`src/rtl/spi_master_ctrl.sv`:
```
// spi_master_ctrl: SPI master (mode 0, MSB first) behind a simple handshake bus.
//
// Ports
//    clk_i, rst_i             system clock, synchronous active-high reset
//    hs_rd_i, hs_wr_i         bus read / write request (write wins if both high)
//    hs_addr_i[31:0]          byte address, bits [7:0] decoded
//    hs_data_i[31:0]          write data
//    hs_ready_o               one-cycle completion pulse, cycle after accept
//    hs_data_o[31:0]          read data, valid while hs_ready_o=1
//    spi_sck_o, spi_cs_no     serial clock, active-low chip select
//    spi_mosi_o, spi_miso_i   serial data out / in
//
// Register map: 0x00/0x60 CTRL, 0x04 STATUS, 0x08 TXDATA, 0x0C RXDATA,
//               0x10 TXOCC, 0x14 RXOCC.
//
// Byte-wide FIFO used for both TX and RX.
// Ports: i_clr empties the FIFO; a push in the same cycle lands after the clear.
//        o_data is the current head (valid when o_empty=0).

module spi_master_ctrl_fifo #(
   parameter int DEPTH = 16
) (
   input  logic                       clk_i,
   input  logic                       rst_i,
   input  logic                       i_clr,
   input  logic                       i_push,
   input  logic                       i_pop,
   input  logic [7:0]                 i_data,
   output logic [7:0]                 o_data,
   output logic [$clog2(DEPTH):0]     o_count,
   output logic                       o_full,
   output logic                       o_empty
);
   localparam int AW = $clog2(DEPTH);
   localparam int CW = AW + 1;

   logic [7:0]    r_mem [DEPTH];
   logic [AW-1:0] r_wptr;
   logic [AW-1:0] r_rptr;
   logic [CW-1:0] r_count;
   logic          w_do_push;
   logic          w_do_pop;
   logic [AW-1:0] w_waddr;

   assign o_full    = (r_count == CW'(DEPTH));
   assign o_empty   = (r_count == '0);
   assign o_count   = r_count;
   assign o_data    = r_mem[r_rptr];
   // A clear frees all space, so a push in the clear cycle is never dropped.
   assign w_do_push = i_push & (i_clr | ~o_full);
   assign w_do_pop  = i_pop & ~o_empty & ~i_clr;
   assign w_waddr   = i_clr ? '0 : r_wptr;

   always_ff @(posedge clk_i) begin
      if (w_do_push) r_mem[w_waddr] <= i_data;
   end

   always_ff @(posedge clk_i) begin
      if (rst_i) begin
         r_wptr  <= '0;
         r_rptr  <= '0;
         r_count <= '0;
      end else if (i_clr) begin
         r_rptr  <= '0;
         r_wptr  <= w_do_push ? AW'(1) : '0;
         r_count <= w_do_push ? CW'(1) : '0;
      end else begin
         if (w_do_push) r_wptr <= r_wptr + AW'(1);
         if (w_do_pop)  r_rptr <= r_rptr + AW'(1);
         case ({w_do_push, w_do_pop})
            2'b10:   r_count <= r_count + CW'(1);
            2'b01:   r_count <= r_count - CW'(1);
            default: r_count <= r_count;
         endcase
      end
   end
endmodule

// Shift engine states
//    state   | meaning
//    S_IDLE  | CS high, waiting for TX data with inhibit clear
//    S_SETUP | CS low, first bit on MOSI before the first SCK rise
//    S_HIGH  | SCK high; MISO sampled on entry
//    S_LOW   | SCK low; next bit presented on MOSI
//    S_NEXT  | byte boundary: push RX byte, chain next TX byte or release CS

module spi_master_ctrl #(
   parameter int FIFO_DEPTH = 16,
   parameter int CLK_DIV    = 2
) (
   input  logic        clk_i,
   input  logic        rst_i,
   input  logic        hs_rd_i,
   input  logic        hs_wr_i,
   input  logic [31:0] hs_addr_i,
   input  logic [31:0] hs_data_i,
   output logic        hs_ready_o,
   output logic [31:0] hs_data_o,
   output logic        spi_sck_o,
   output logic        spi_cs_no,
   output logic        spi_mosi_o,
   input  logic        spi_miso_i
);
   localparam int CW = $clog2(FIFO_DEPTH) + 1;
   localparam int TW = (CLK_DIV > 1) ? $clog2(CLK_DIV) : 1;
   localparam logic [TW-1:0] DIV_LOAD = TW'(CLK_DIV - 1);

   typedef enum logic [2:0] {S_IDLE, S_SETUP, S_LOW, S_HIGH, S_NEXT} state_t;

   state_t        r_state;
   state_t        w_state_nxt;
   logic [TW-1:0] r_timer;
   logic [7:0]    r_shift;
   logic [7:0]    r_rx;
   logic [3:0]    r_bits;
   logic          r_ready;
   logic [31:0]   r_rdata;
   logic          r_inhibit;
   logic          r_overrun;

   logic          w_accept, w_wr, w_rd;
   logic [7:0]    w_addr;
   logic          w_sel_ctrl, w_sel_stat, w_sel_txd, w_sel_rxd, w_sel_txocc, w_sel_rxocc;
   logic          w_tx_clr, w_rx_clr, w_tx_push_bus, w_rx_pop_bus, w_stat_rd, w_ov_set;
   logic [31:0]   w_rdata;
   logic          w_tc, w_start, w_busy, w_tx_pop_eng, w_rx_push_eng;
   logic          w_enter_high, w_shift_out;
   logic [7:0]    w_tx_dout, w_rx_dout;
   logic [CW-1:0] w_tx_count, w_rx_count;
   logic          w_tx_full, w_tx_empty, w_rx_full, w_rx_empty;
   logic          w_unused;

   assign w_unused = ^{hs_addr_i[31:8], hs_data_i[31:8]};

   // ---------------- bus side ----------------
   assign w_accept      = (hs_rd_i | hs_wr_i) & ~r_ready;
   assign w_wr          = w_accept & hs_wr_i;
   assign w_rd          = w_accept & ~hs_wr_i;
   assign w_addr        = hs_addr_i[7:0];
   assign w_sel_ctrl    = (w_addr == 8'h00) | (w_addr == 8'h60);
   assign w_sel_stat    = (w_addr == 8'h04);
   assign w_sel_txd     = (w_addr == 8'h08);
   assign w_sel_rxd     = (w_addr == 8'h0C);
   assign w_sel_txocc   = (w_addr == 8'h10);
   assign w_sel_rxocc   = (w_addr == 8'h14);
   assign w_tx_clr      = w_wr & w_sel_ctrl & hs_data_i[3];
   assign w_rx_clr      = w_wr & w_sel_ctrl & hs_data_i[4];
   assign w_tx_push_bus = w_wr & w_sel_txd;
   assign w_rx_pop_bus  = w_rd & w_sel_rxd;
   assign w_stat_rd     = w_rd & w_sel_stat;
   // A byte landing in the RX clear cycle is kept, so it cannot overrun.
   assign w_ov_set      = w_rx_push_eng & w_rx_full & ~w_rx_clr;

   always_comb begin
      w_rdata = '0;
      if (w_sel_ctrl)
         w_rdata = {29'd0, r_inhibit, 2'b00};
      else if (w_sel_stat)
         w_rdata = {26'd0, r_overrun, w_busy, w_rx_full, w_rx_empty, w_tx_full, w_tx_empty};
      else if (w_sel_rxd)
         w_rdata = w_rx_empty ? 32'd0 : {24'd0, w_rx_dout};
      else if (w_sel_txocc)
         w_rdata = {{(32-CW){1'b0}}, w_tx_count};
      else if (w_sel_rxocc)
         w_rdata = {{(32-CW){1'b0}}, w_rx_count};
   end

   always_ff @(posedge clk_i) begin
      if (rst_i) begin
         r_ready   <= 1'b0;
         r_rdata   <= '0;
         r_inhibit <= 1'b1;
         r_overrun <= 1'b0;
      end else begin
         r_ready <= w_accept;
         if (w_accept) r_rdata <= w_rd ? w_rdata : 32'd0;
         if (w_wr & w_sel_ctrl) r_inhibit <= hs_data_i[2];
         if (w_ov_set)       r_overrun <= 1'b1;
         else if (w_stat_rd) r_overrun <= 1'b0;
      end
   end

   assign hs_ready_o = r_ready;
   assign hs_data_o  = r_rdata;

   spi_master_ctrl_fifo #(.DEPTH(FIFO_DEPTH)) u_tx_fifo (
      .clk_i   (clk_i),
      .rst_i   (rst_i),
      .i_clr   (w_tx_clr),
      .i_push  (w_tx_push_bus),
      .i_pop   (w_tx_pop_eng),
      .i_data  (hs_data_i[7:0]),
      .o_data  (w_tx_dout),
      .o_count (w_tx_count),
      .o_full  (w_tx_full),
      .o_empty (w_tx_empty)
   );

   spi_master_ctrl_fifo #(.DEPTH(FIFO_DEPTH)) u_rx_fifo (
      .clk_i   (clk_i),
      .rst_i   (rst_i),
      .i_clr   (w_rx_clr),
      .i_push  (w_rx_push_eng),
      .i_pop   (w_rx_pop_bus),
      .i_data  (r_rx),
      .o_data  (w_rx_dout),
      .o_count (w_rx_count),
      .o_full  (w_rx_full),
      .o_empty (w_rx_empty)
   );

   // ---------------- shift engine ----------------
   assign w_tc    = (r_timer == '0);
   assign w_start = ~r_inhibit & ~w_tx_empty;

   always_ff @(posedge clk_i) begin
      if (rst_i) r_state <= S_IDLE;
      else       r_state <= w_state_nxt;
   end

   always_comb begin
      w_state_nxt = r_state;
      case (r_state)
         S_IDLE:  if (w_start) w_state_nxt = S_SETUP;
         S_SETUP: if (w_tc)    w_state_nxt = S_HIGH;
         S_HIGH:  if (w_tc)    w_state_nxt = (r_bits == 4'd8) ? S_NEXT : S_LOW;
         S_LOW:   if (w_tc)    w_state_nxt = S_HIGH;
         S_NEXT:  w_state_nxt = w_start ? S_LOW : S_IDLE;
         default: w_state_nxt = S_IDLE;
      endcase
   end

   always_comb begin
      spi_sck_o     = 1'b0;
      spi_cs_no     = 1'b1;
      spi_mosi_o    = 1'b0;
      w_busy        = 1'b0;
      w_tx_pop_eng  = 1'b0;
      w_rx_push_eng = 1'b0;
      case (r_state)
         S_IDLE: w_tx_pop_eng = w_start;
         S_HIGH: begin
            spi_sck_o  = 1'b1;
            spi_cs_no  = 1'b0;
            spi_mosi_o = r_shift[7];
            w_busy     = 1'b1;
         end
         S_NEXT: begin
            spi_cs_no     = 1'b0;
            spi_mosi_o    = r_shift[7];
            w_busy        = 1'b1;
            w_rx_push_eng = 1'b1;
            w_tx_pop_eng  = w_start;
         end
         default: begin
            spi_cs_no  = 1'b0;
            spi_mosi_o = r_shift[7];
            w_busy     = 1'b1;
         end
      endcase
   end

   assign w_enter_high = (w_state_nxt == S_HIGH) && (r_state != S_HIGH);
   assign w_shift_out  = (r_state == S_HIGH) && (w_state_nxt == S_LOW);

   always_ff @(posedge clk_i) begin
      if (rst_i) begin
         r_timer <= '0;
         r_shift <= '0;
         r_rx    <= '0;
         r_bits  <= '0;
      end else begin
         // Every phase reloads the down-counter; terminal count ends the phase.
         if (w_state_nxt != r_state) r_timer <= DIV_LOAD;
         else if (!w_tc)             r_timer <= r_timer - TW'(1);

         if (w_tx_pop_eng) begin
            r_shift <= w_tx_dout;
            r_bits  <= '0;
         end else if (w_shift_out) begin
            r_shift <= {r_shift[6:0], 1'b0};
         end

         if (w_enter_high) begin
            r_rx   <= {r_rx[6:0], spi_miso_i};
            r_bits <= r_bits + 4'd1;
         end
      end
   end
endmodule

```
`config.mk`:
```
export PLATFORM = sky130hd
export DESIGN_NAME = spi_master_ctrl
export DESIGN_NICKNAME = d
export VERILOG_FILES = /design/src/rtl/spi_master_ctrl.sv
export SDC_FILE = /design/constraint.sdc
export NUM_CORES = 1
export LEC_CHECK = 0
export ABC_AREA = 1
export BUFFER_PORTS_ARGS = -buffer_cell sky130_fd_sc_hd__buf_2
export CORE_ASPECT_RATIO = 1.5
export CORE_MARGIN = 5
export CORE_UTILIZATION = 30
export DETAILED_ROUTE_END_ITERATION = 12
export GPL_TIMING_DRIVEN = 1
export RECOVER_POWER = 100
export SYNTH_ARGS = -nofsm -noshare
export SYNTH_HDL_FRONTEND = slang
export SYNTH_HIERARCHICAL = 1
export SYNTH_SLANG_ARGS = --single-unit
```
`constraint.sdc`:
```
create_clock -name clk_i -period 8 [get_ports clk_i]
set_clock_uncertainty 0.2 [all_clocks]
set_input_delay 1.2 -clock clk_i [delete_from_list [all_inputs] [get_ports clk_i]]
set_output_delay 1.2 -clock clk_i [all_outputs]
set_load 0.02 [all_outputs]
```
# Yosys cells after proc, flatten, opt, wreduce, memory -nomap -nowiden
# Memory sizes are Yosys's and may differ from the RTL's. A register that Yosys moved wholly into a read port is not among the register bits.
# Index checks and enable logic that the tools add are counted.
[classes]
addsub = 10
n_eq_ne = 21
muxes = 49
bitwise = 31
n_reduce_logical = 17
[op_table]
columns = ["cell", "count"]
rows = [
  ["two-way mux 32 bit", 2],
  ["two-way mux 4 bit", 12],
  ["two-way mux 8 bit", 5],
  ["adder 4 x 1 -> 4 bit (second input constant)", 5],
  ["two-way mux 5 bit", 4],
  ["one-hot mux 5 bit (2 select lines)", 2],
  ["bitwise AND 1 bit", 18],
  ["two-way mux 1 bit", 18],
  ["== test 8 x 4 -> 1 bit (second input constant)", 2],
  ["== test 8 x 5 -> 1 bit (second input constant)", 2],
  ["== test 3 x 2 -> 1 bit (second input constant)", 4],
  ["two-way mux 3 bit", 4],
  ["one-hot mux 3 bit (4 select lines)", 1],
  ["adder 5 x 1 -> 5 bit (second input constant)", 2],
  ["== test 5 bit (second input constant)", 2],
  ["logical NOT 5 bit", 2],
  ["nonzero test 2 bit", 5],
  ["subtractor 5 x 1 -> 5 bit (second input constant)", 2],
  ["NOT 1 bit", 9],
  ["== test 8 x 3 -> 1 bit (second input constant)", 1],
  ["== test 8 x 7 -> 1 bit (second input constant)", 1],
  ["logical NOT 8 bit", 1],
  ["OR reduction 2 bit", 4],
  ["nonzero test 3 bit", 2],
  ["12 further kinds", 18],
]
[word_totals]
ff_bits = 85
mem_bits_rw = 256
in_bits = 69
output_inout_bits = 36
word_cells = 145
memories = 2
[memory_table]
columns = ["memory", "words", "word_bits", "rd", "rd_clocked_by_memory_dff", "write_ports", "line", "rtl"]
rows = [
  ["u_rx_fifo.r_mem", 16, 8, 1, 1, 1, "37", "logic [7:0] r_mem [DEPTH];"],
  ["u_tx_fifo.r_mem", 16, 8, 1, 1, 1, "37", ""],
]

# Longest topological paths before layout
# Gate-level depths: netlist (run 1).
[logic_depth]
word_depth = 10
mapped_depth = 20

# Cells and area by module
# Netlist (run 1), hierarchy kept.
[by_module_without_submodules]
columns = ["module", "n_inst", "cells_each", "area_each_um2", "seq_area_each_um2"]
rows = [
  ["spi_master_ctrl_fifo", 2, 488, 6090.8, 4184.0],
  ["spi_master_ctrl", 1, 330, 2212.1, 700.7],
]

# Worst setup path before layout (run 1)
# No wires, ideal clock.
[synth_path]
path_kind = "input to register"
from = "input hs_addr_i[0]"
to = "memory u_rx_fifo.r_mem[10][0] (enable)"
setup_time_ns = 0.370
arrival_time_ns = 2.992
setup_slack_ns = 4.438
path_stages = 12
path_buffers = 1
cell_sequence = "inv_1 -> nand2_1 -> nor2_2 -> nand3_1 -> nor2_1 -> buf_2 -> inv_2 -> nand4_1 -> nand2_2 -> inv_1 -> nand4_1 -> nor2_1"
[synth_between]
elab_chain_cells = 8
[synth_lines]
columns = ["item", "line", "rtl"]
rows = [
  ["start: declaration", "95", "input logic [31:0] hs_addr_i,"],
  ["== test 8 x 7 -> 1 bit or logical NOT 8 bit (tied branches)", "140", "assign w_sel_ctrl = (w_addr == 8'h00) | (w_addr == 8'h60);"],
  ["OR 1 bit (*)", "140", ""],
  ["bitwise AND 1 bit (*) (2 in series)", "147", "assign w_rx_clr = w_wr & w_sel_ctrl & hs_data_i[4];"],
  ["via w_rx_clr", "124", "logic w_tx_clr, w_rx_clr, w_tx_push_bus, w_rx_pop_bus, w_stat_rd, w_ov_set;"],
  ["OR 1 bit", "50", "assign w_do_push = i_push & (i_clr | ~o_full);"],
  ["bitwise AND 1 bit", "50", ""],
  ["two-way mux 1 bit", "55", "if (w_do_push) r_mem[w_waddr] <= i_data;"],
  ["two-way mux 1 bit (not written as such)", "55", ""],
  ["end: declaration", "37", ""],
]
# The timed path passes the listed nets; every way through them passes the cells marked *.

==> results.md, run 1 <==
- Worst-path fanout max: 82
- Adder-Cell Fraction of Synth Area: 0.8693%
- Die Y: 278.3 µm
- Core area: 47580 µm²
- Status: finished with violations
- Port bufs: 32
- Post-synthesis sequential area ratio: 63.00%
- Critical path's slowest cell: clkbuf_1
- Simple-gate share of the synthesized area: 12.49%
- Top-area cell type share of the netlist area: 53.41%
- Max Buffers Root-to-Sink: 3
- Fin crit share: 70.33%
- Finished Layout Cells: 1949
- Final setup TNS: 0 ns
- Setup Buffers After CTS: 0
- Routed len/inst: 16.38 µm
- Arrival time at the worst endpoint: 5.75 ns
- Xor/xnor cell area share of the yosys netlist: 0.2434%
- Total wire length: 31930 µm
- Tightest Pin Transition: 3.935 ns
- Mux contribution to synthesized area: 4.451%
- Synth Area per Inst: 11.02 µm²
- Failing checks: capacitance limit, slew limit
- Synth area leaders: edfxtp_1 53%, dfxtp_1 9.6%, mux2i_1 4.5%
- Worst-path clk slew: 0.06 ns
- R2R setup slack: 2.37 ns
- Final ANT Viol Nets: 0
- Clk sinks: 325
- Hold Fails Final Rpt: 0
- Gate Count Post-Synth: 1306
- Min Tclk post-route: 5.626 ns
- Vias in the first global route: 9104
- Initial Util: 30.25%
- DP HPWL: 21470 µm
- Pleak: 5.373 nW
- Compound-Gate Fraction of Synth Area: 12.24%
- GP Congestion: 0.8322
- # diodes: 0
- Maximum vdd drop: 0.1465 mV
- Placed instance count: 1891
- CP Data Required Time: 8.12 ns
- Hold Crit Class: reg2reg
- CP max stage delay: 2.76 ns
- Post-synth EDFFs: 256
- CTS tree: built
- Slew Viols, Final: 132
- Largest family of logic cells by synthesized area: simple AND/OR/NAND/NOR gates
- Initial detailed-routing violation count: 711
- Netlist cell types: 40
- Synth Flop Type: edfxtp_1
- CTS root buffer: clkbuf_16
- Layout Nets: 1403
- Layout Utilization: 33.44%
- Max-Cap Viols: 2
- Synth-to-layout area growth: 10.53%
- Die X: 188.8 µm
- # IOs: 105
- Share of cells above drive strength 1: 8.673%
- Post-CTS sizing: 0
- CP most frequent cell: o21ai_0
- Power density over the cells: 205.2 nW/µm²
- Flops & latches, synth: 325
- CTS hold repair buffers: 0
- Fmax: 177.7 MHz
- Drt pass-1 iters: 5
- DRC: 0
- Post-Synthesis Cell Area: 14390 µm²
- Synth area leader: edfxtp_1
- Initial antenna violation count: 0
- Setup CP Type: reg2reg
- Crit-path cells: clkbuf_1, a21oi_1, o21ai_0, o21ai_0, o211ai_1, nand2_1, nand3_1, nand2_1, o21ai_0, a21oi_1
- GRT Total Usage: 11.81%
- FFs w/ async S/R, synth: 0%
- Post-synth top cells: 256 x edfxtp_1, 147 x nand2_1, 131 x inv_1, 100 x a21oi_1, 93 x nor2_1
- Vias per inst: 4.809
- Row cnt: 98
- Ys Warns: 6
- Rel. slew slack: -162.3%
- First-pass GRT wire length: 49700 µm
- CP Launch Type: flip-flop
- Clk Latency, worst-skew pair: 0.56 ns
- GR Overflow Total: 0
- Final setup fails: 0
- Die area: 52550 µm²
- CTS Buf Count: 31
- Vias: 9373
- H-tree depth: 1
- Pin count of the biggest net entering global routing: 83
- CP endpoint kind: flip-flop
- Most used standard cell by instance count after synthesis: edfxtp_1
- RSZ-0062 raised after global routing: no
-- worst max-delay path: cells and delay by family, from the launching register on --
kind	cells	cell delay, ns
AO/OA/AOI/OAI	6	1.48
buffers and inverters	1	2.76
flip-flops	1	0.45
AND/OR/NAND/NOR	3	0.39
-- kinds of logic after synthesis --
group / after synthesis
buffers and inverters: 219
muxes: 64
xor gates and xnor gates: 4
adders and majority gates: 10
AOI/OAI and AO/OA: 299
other: 1
DFF: 325
and+or+nand+nor: 384
-- where the power goes --
part / switching [mW] / internal (mW)
combinational: 0.0716 / 0.0180
clock: 0.596 / 0.765
sequential: 0.00363 / 1.81
-- layout make-up --
| class | instances | area, µm² |
|---|---|---|
| sequential | 325 | 9076 |
| timing repair buffer | 40 | 186.4 |
| inverter | 141 | 534.3 |
| tap | 600 | 750.7 |
| multi-input combinational | 785 | 4418 |
| fill | 4715 | 31670 |
| clock inverter | 14 | 98.84 |
| clock buffer | 44 | 844.6 |
-- registers in the layout, indices dropped and copies added (netlist names), 4 cells and up, named ones only --
name,flops
hs_data_o,8
r_bits,4
r_rx,8
r_shift,8
u_rx_fifo/o_count,5
u_rx_fifo/r_mem,128
u_rx_fifo/r_rptr,4
u_rx_fifo/r_wptr,4
u_tx_fifo/o_count,5
u_tx_fifo/r_mem,128
u_tx_fifo/r_rptr,4
u_tx_fifo/r_wptr,4
-- final timing paths --
kind                       end  cells after the start           startpoint
setup reg to reg  hs_data_o[3]                     10            flip-flop
setup / recovery  hs_data_o[3]                     10            flip-flop
hold / removal       flip-flop                      2  u_tx_fifo/r_rptr[3]
hold reg to reg      flip-flop                      2  u_tx_fifo/r_rptr[3]
-- per-stage QoR --
step	power (mW)	hold slack [ns]	worst slack [ns]	area (µm²)
final	3.265	0.2644	2.374	15910
after global placement	1.939	0.2578	3.248	15030
after detailed placement	1.941	0.2575	3.149	15030
after floorplan	1.920	0.2416	4.438	14480
after global routing	3.385	0.2860	1.937	15910
after CTS	3.309	0.2670	3.780	15980
-- metal layers --
layer	wire, µm	up-vias	GRT usage (%)
li1	-	4611	-
met1	12640	4454	13.69
met2	16740	254	22.09
met3	1529	54	1.719
met4	1018	0	4.132
met5	0	-	0
-- placed cells by master, fill, tap and decap left out, types with 3 or more instances in the layout --
| cell type | instances |
|---|---|
| edfxtp_1 | 256 |
| nand2_1 | 151 |
| inv_1 | 134 |
| a21oi_1 | 102 |
| nor2_1 | 95 |
| nand3_1 | 82 |
| o21ai_0 | 82 |
| dfxtp_1 | 67 |
| mux2i_1 | 64 |
| o211ai_1 | 64 |
| clkbuf_1 | 34 |
| clkbuf_16 | 31 |
| conb_1 | 24 |
| o21ai_1 | 23 |
| nand4_1 | 15 |
| a21oi_2 | 14 |
| nand2_2 | 12 |
| buf_2 | 11 |
| ha_1 | 10 |
| nor2_2 | 9 |
| nand3_2 | 7 |
| a31oi_1 | 6 |
| clkinv_1 | 6 |
| clkinv_2 | 6 |
| buf_4 | 6 |
| o21bai_1 | 3 |
| inv_2 | 3 |
| xor2_1 | 3 |
| nand3b_1 | 3 |
No activity file was read; power rests on OpenSTA's default activity.
==> run 2: changes to the inputs <==
==> constraint.sdc (replaced) <==
create_clock -name clk_i -period 5.7 [get_ports clk_i]
set_clock_uncertainty 0.2 [all_clocks]
set_input_delay 0.855 -clock clk_i [delete_from_list [all_inputs] [get_ports clk_i]]
set_output_delay 0.855 -clock clk_i [all_outputs]
set_load 0.02 [all_outputs]
==> results.md, run 2 (synthesized netlist as in run 1, its figures left out) <==
- Rel. slew slack: -81.27% (was -162.3%)
- Sequential cell area: 9076 µm² (unchanged)
- Tightest Pin Transition: 2.719 ns (was 3.935 ns)
- # IOs: 105 (unchanged)
- GR Overflow Total: 0 (unchanged)
- Port bufs: 32 (unchanged)
- Worst-path fanout max: 17 (was 82)
- Pleak: 5.408 nW (was 5.373 nW)
- Final ANT Viol Nets: 0 (unchanged)
- Hold Fails Final Rpt: 0 (unchanged)
- Synth-to-layout area growth: 10.99% (was 10.53%)
- Initial antenna violation count: 0 (unchanged)
- Multi-input gate area: 4380 µm² (was 4418 µm²)
- GP Congestion: 0.8201 (was 0.8322)
- Sw power: 0.9842 mW (was 0.6717 mW)
- Die area: 52550 µm² (unchanged)
- Comb power frac: 2.6% (was 2.7%)
- Internal Power: 3.760 mW (was 2.593 mW)
- Layout Nets: 1407 (was 1403)
- Vias per inst: 4.735 (was 4.809)
- H-tree depth: 2 (was 1)
- Drt pass-1 iters: 5 (unchanged)
- # diodes: 0 (unchanged)
- Hold Crit Class: reg2reg (unchanged)
- Critical path's slowest cell: clkbuf_1 (unchanged)
- Slew Viols, Final: 49 (was 132)
- Clock share of power: 43.7% (was 41.7%)
- Min Tclk post-route: 4.200 ns
- CP delay by family, top: buffers and inverters (unchanged)
- Most common cell after layout, fill and taps aside: edfxtp_1 (unchanged)
- Row cnt: 98 (unchanged)
- Status: finished with violations (unchanged)
- Power consumption: 4.744 mW (was 3.265 mW)
- Core area: 47580 µm² (unchanged)
- Die Y: 278.3 µm (unchanged)
- Setup Buffers After CTS: 0 (unchanged)
- Power density over the cells: 297.0 nW/µm² (was 205.2 nW/µm²)
- Vias: 9242 (was 9373)
- Buffers and inverters on the worst path: 6 (was 1)
- Vias in the first global route: 9051 (was 9104)
- Setup CP Type: in2reg (was reg2reg)
- GRT Total Usage: 11.88% (was 11.81%)
- Sw Share: 20.74% (was 20.57%)
- Crit-path cells: clkbuf_1, inv_1, nor2_1, clkbuf_1, inv_1, nand3_1, clkinvlp_2, nand2_1, nor2_1, nor2_1, ha_1, inv_1, nand2_2, nand3_1, nand2_1, nand2_1, nand3_1, a21oi_2 (was clkbuf_1, a21oi_1, o21ai_0, o21ai_0, o211ai_1, nand2_1, nand3_1, nand2_1, o21ai_0, a21oi_1)
- CP max stage delay: 0.64 ns (was 2.76 ns)
- DP HPWL: 21570 µm (was 21470 µm)
- CP endpoint kind: flip-flop (unchanged)
- Final setup TNS: 0 ns (unchanged)
- Fin crit share: 73.68%
- Failing checks: capacitance limit, slew limit (unchanged)
- Fillers: 4714 (was 4715)
- CTS hold repair buffers: 0 (unchanged)
- CTS tree: built (unchanged)
- Most frequent cells in the layout: 256 x edfxtp_1, 152 x nand2_1, 134 x inv_1, 104 x a21oi_1, 96 x nor2_1 (was 256 x edfxtp_1, 151 x nand2_1, 134 x inv_1, 102 x a21oi_1, 95 x nor2_1)
- Clk sinks: 325 (unchanged)
- CTS root buffer: clkbuf_16 (unchanged)
- Total wire length: 31930 µm (about the same)
- Max Buffers Root-to-Sink: 3 (unchanged)
- Pin count of the biggest net entering global routing: 97 (was 83)
- Fmax: 238.1 MHz
- Share of cells above drive strength 1: 8.358% (was 8.673%)
- Maximum vdd drop: 0.1507 mV (was 0.1465 mV)
- Arrival time at the worst endpoint: 4.27 ns (was 5.75 ns)
- CTS Buf Count: 34 (was 31)
- Worst-path clk slew: 0.06 ns (about the same)
- Sequential Power Share: 53.7% (was 55.6%)
- Initial detailed-routing violation count: 777 (was 711)
- DRC: 0 (unchanged)
- CP Launch Type: input port (was flip-flop)
- Final setup fails: 0 (unchanged)
- Biggest regs: u_rx_fifo/r_mem (128), u_tx_fifo/r_mem (128) (unchanged)
- Routed len/inst: 16.36 µm (was 16.38 µm)
- Post-CTS sizing: 0 (unchanged)
- Clk Latency, worst-skew pair: 0.52 ns (was 0.56 ns)
- Die X: 188.8 µm (unchanged)
- First-pass GRT wire length: 50210 µm (was 49700 µm)
- Initial Util: 30.25% (unchanged)
- Max-Cap Viols: 1 (was 2)
- CP Data Required Time: 5.77 ns (was 8.12 ns)
- RSZ-0062 raised after global routing: no (unchanged)
==> run 2: changes by cell type in the layout (fill, tap and decap cells not counted), sizes merged <==
cell,previous run,this run
buf,17,15
clkbuf,67,70
clkinv,12,15
clkinvlp,2,3
inv,140,138
==> run 2: area by class of cell <==
| class | count | area share (%) |
|---|---|---|
| Timing Repair Buffer | 41 | 1.159 |
| Sequential cell | 325 | 56.81 |
| Clock inverter | 16 | 0.8224 |
| Tap cell | 600 | 4.699 |
| Multi-Input combinational cell | 785 | 27.42 |
| Inverter | 141 | 3.329 |
| Clock buffer | 44 | 5.757 |
==> run 2: path summary, 6_finish.rpt <==
kind                        startpoint                   end  slack (ns)  cells after the start
setup reg to reg  u_tx_fifo/o_count[0]  u_tx_fifo/o_count[4]        1.66                     19
setup / recovery          hs_data_i[4]  u_rx_fifo/o_count[4]        1.50                     18
hold reg to reg           hs_data_o[6]          hs_data_o[6]        0.27                      2
hold / removal            hs_data_o[6]          hs_data_o[6]        0.27                      2
==> run 2: per-layer routing <==
metal	up-vias	routed length (µm)	GRT usage [%]
met3	56	1149	1.669
met4	0	1037	4.319
met5	-	0	0
met1	4370	13070	13.80
li1	4604	-	-
met2	212	16670	22.15
==> run 2: per-stage QoR <==
| stage | hold slack [ns] | setup slack (ns) | utilization [%] | cells | area, µm² |
|---|---|---|---|---|---|
| 3_3_place_gp | 0.2538 | 1.806 | 31.61 | 1892 | 15040 |
| 5_1_grt | 0.2879 | 1.154 | 33.58 | 1952 | 15980 |
| 2_1_floorplan | 0.2416 | 2.483 | - | 1329 | 14480 |
| 3_5_place_dp | 0.2597 | 1.756 | 31.61 | 1892 | 15040 |
| 6_report | 0.2654 | 1.500 | 33.58 | 1952 | 15980 |
| 4_1_cts | 0.2688 | 2.309 | 33.82 | 1952 | 16090 |
==> run 2: tightest hold or removal path, cell delays in order, from the launching register on <==
cell and delay [ns]:
dfxtp_1 0.31, nand2_1 0.06, a21oi_1 0.05
==> run 2: power groups by stage <==
stage	clock (mW)	combinational, mW	sequential, mW
floorplan	0	0.0972	2.60
global placement	0	0.126	2.60
detailed placement	0	0.128	2.60
CTS	2.13	0.128	2.55
global route	2.24	0.139	2.54
finish	2.07	0.124	2.55
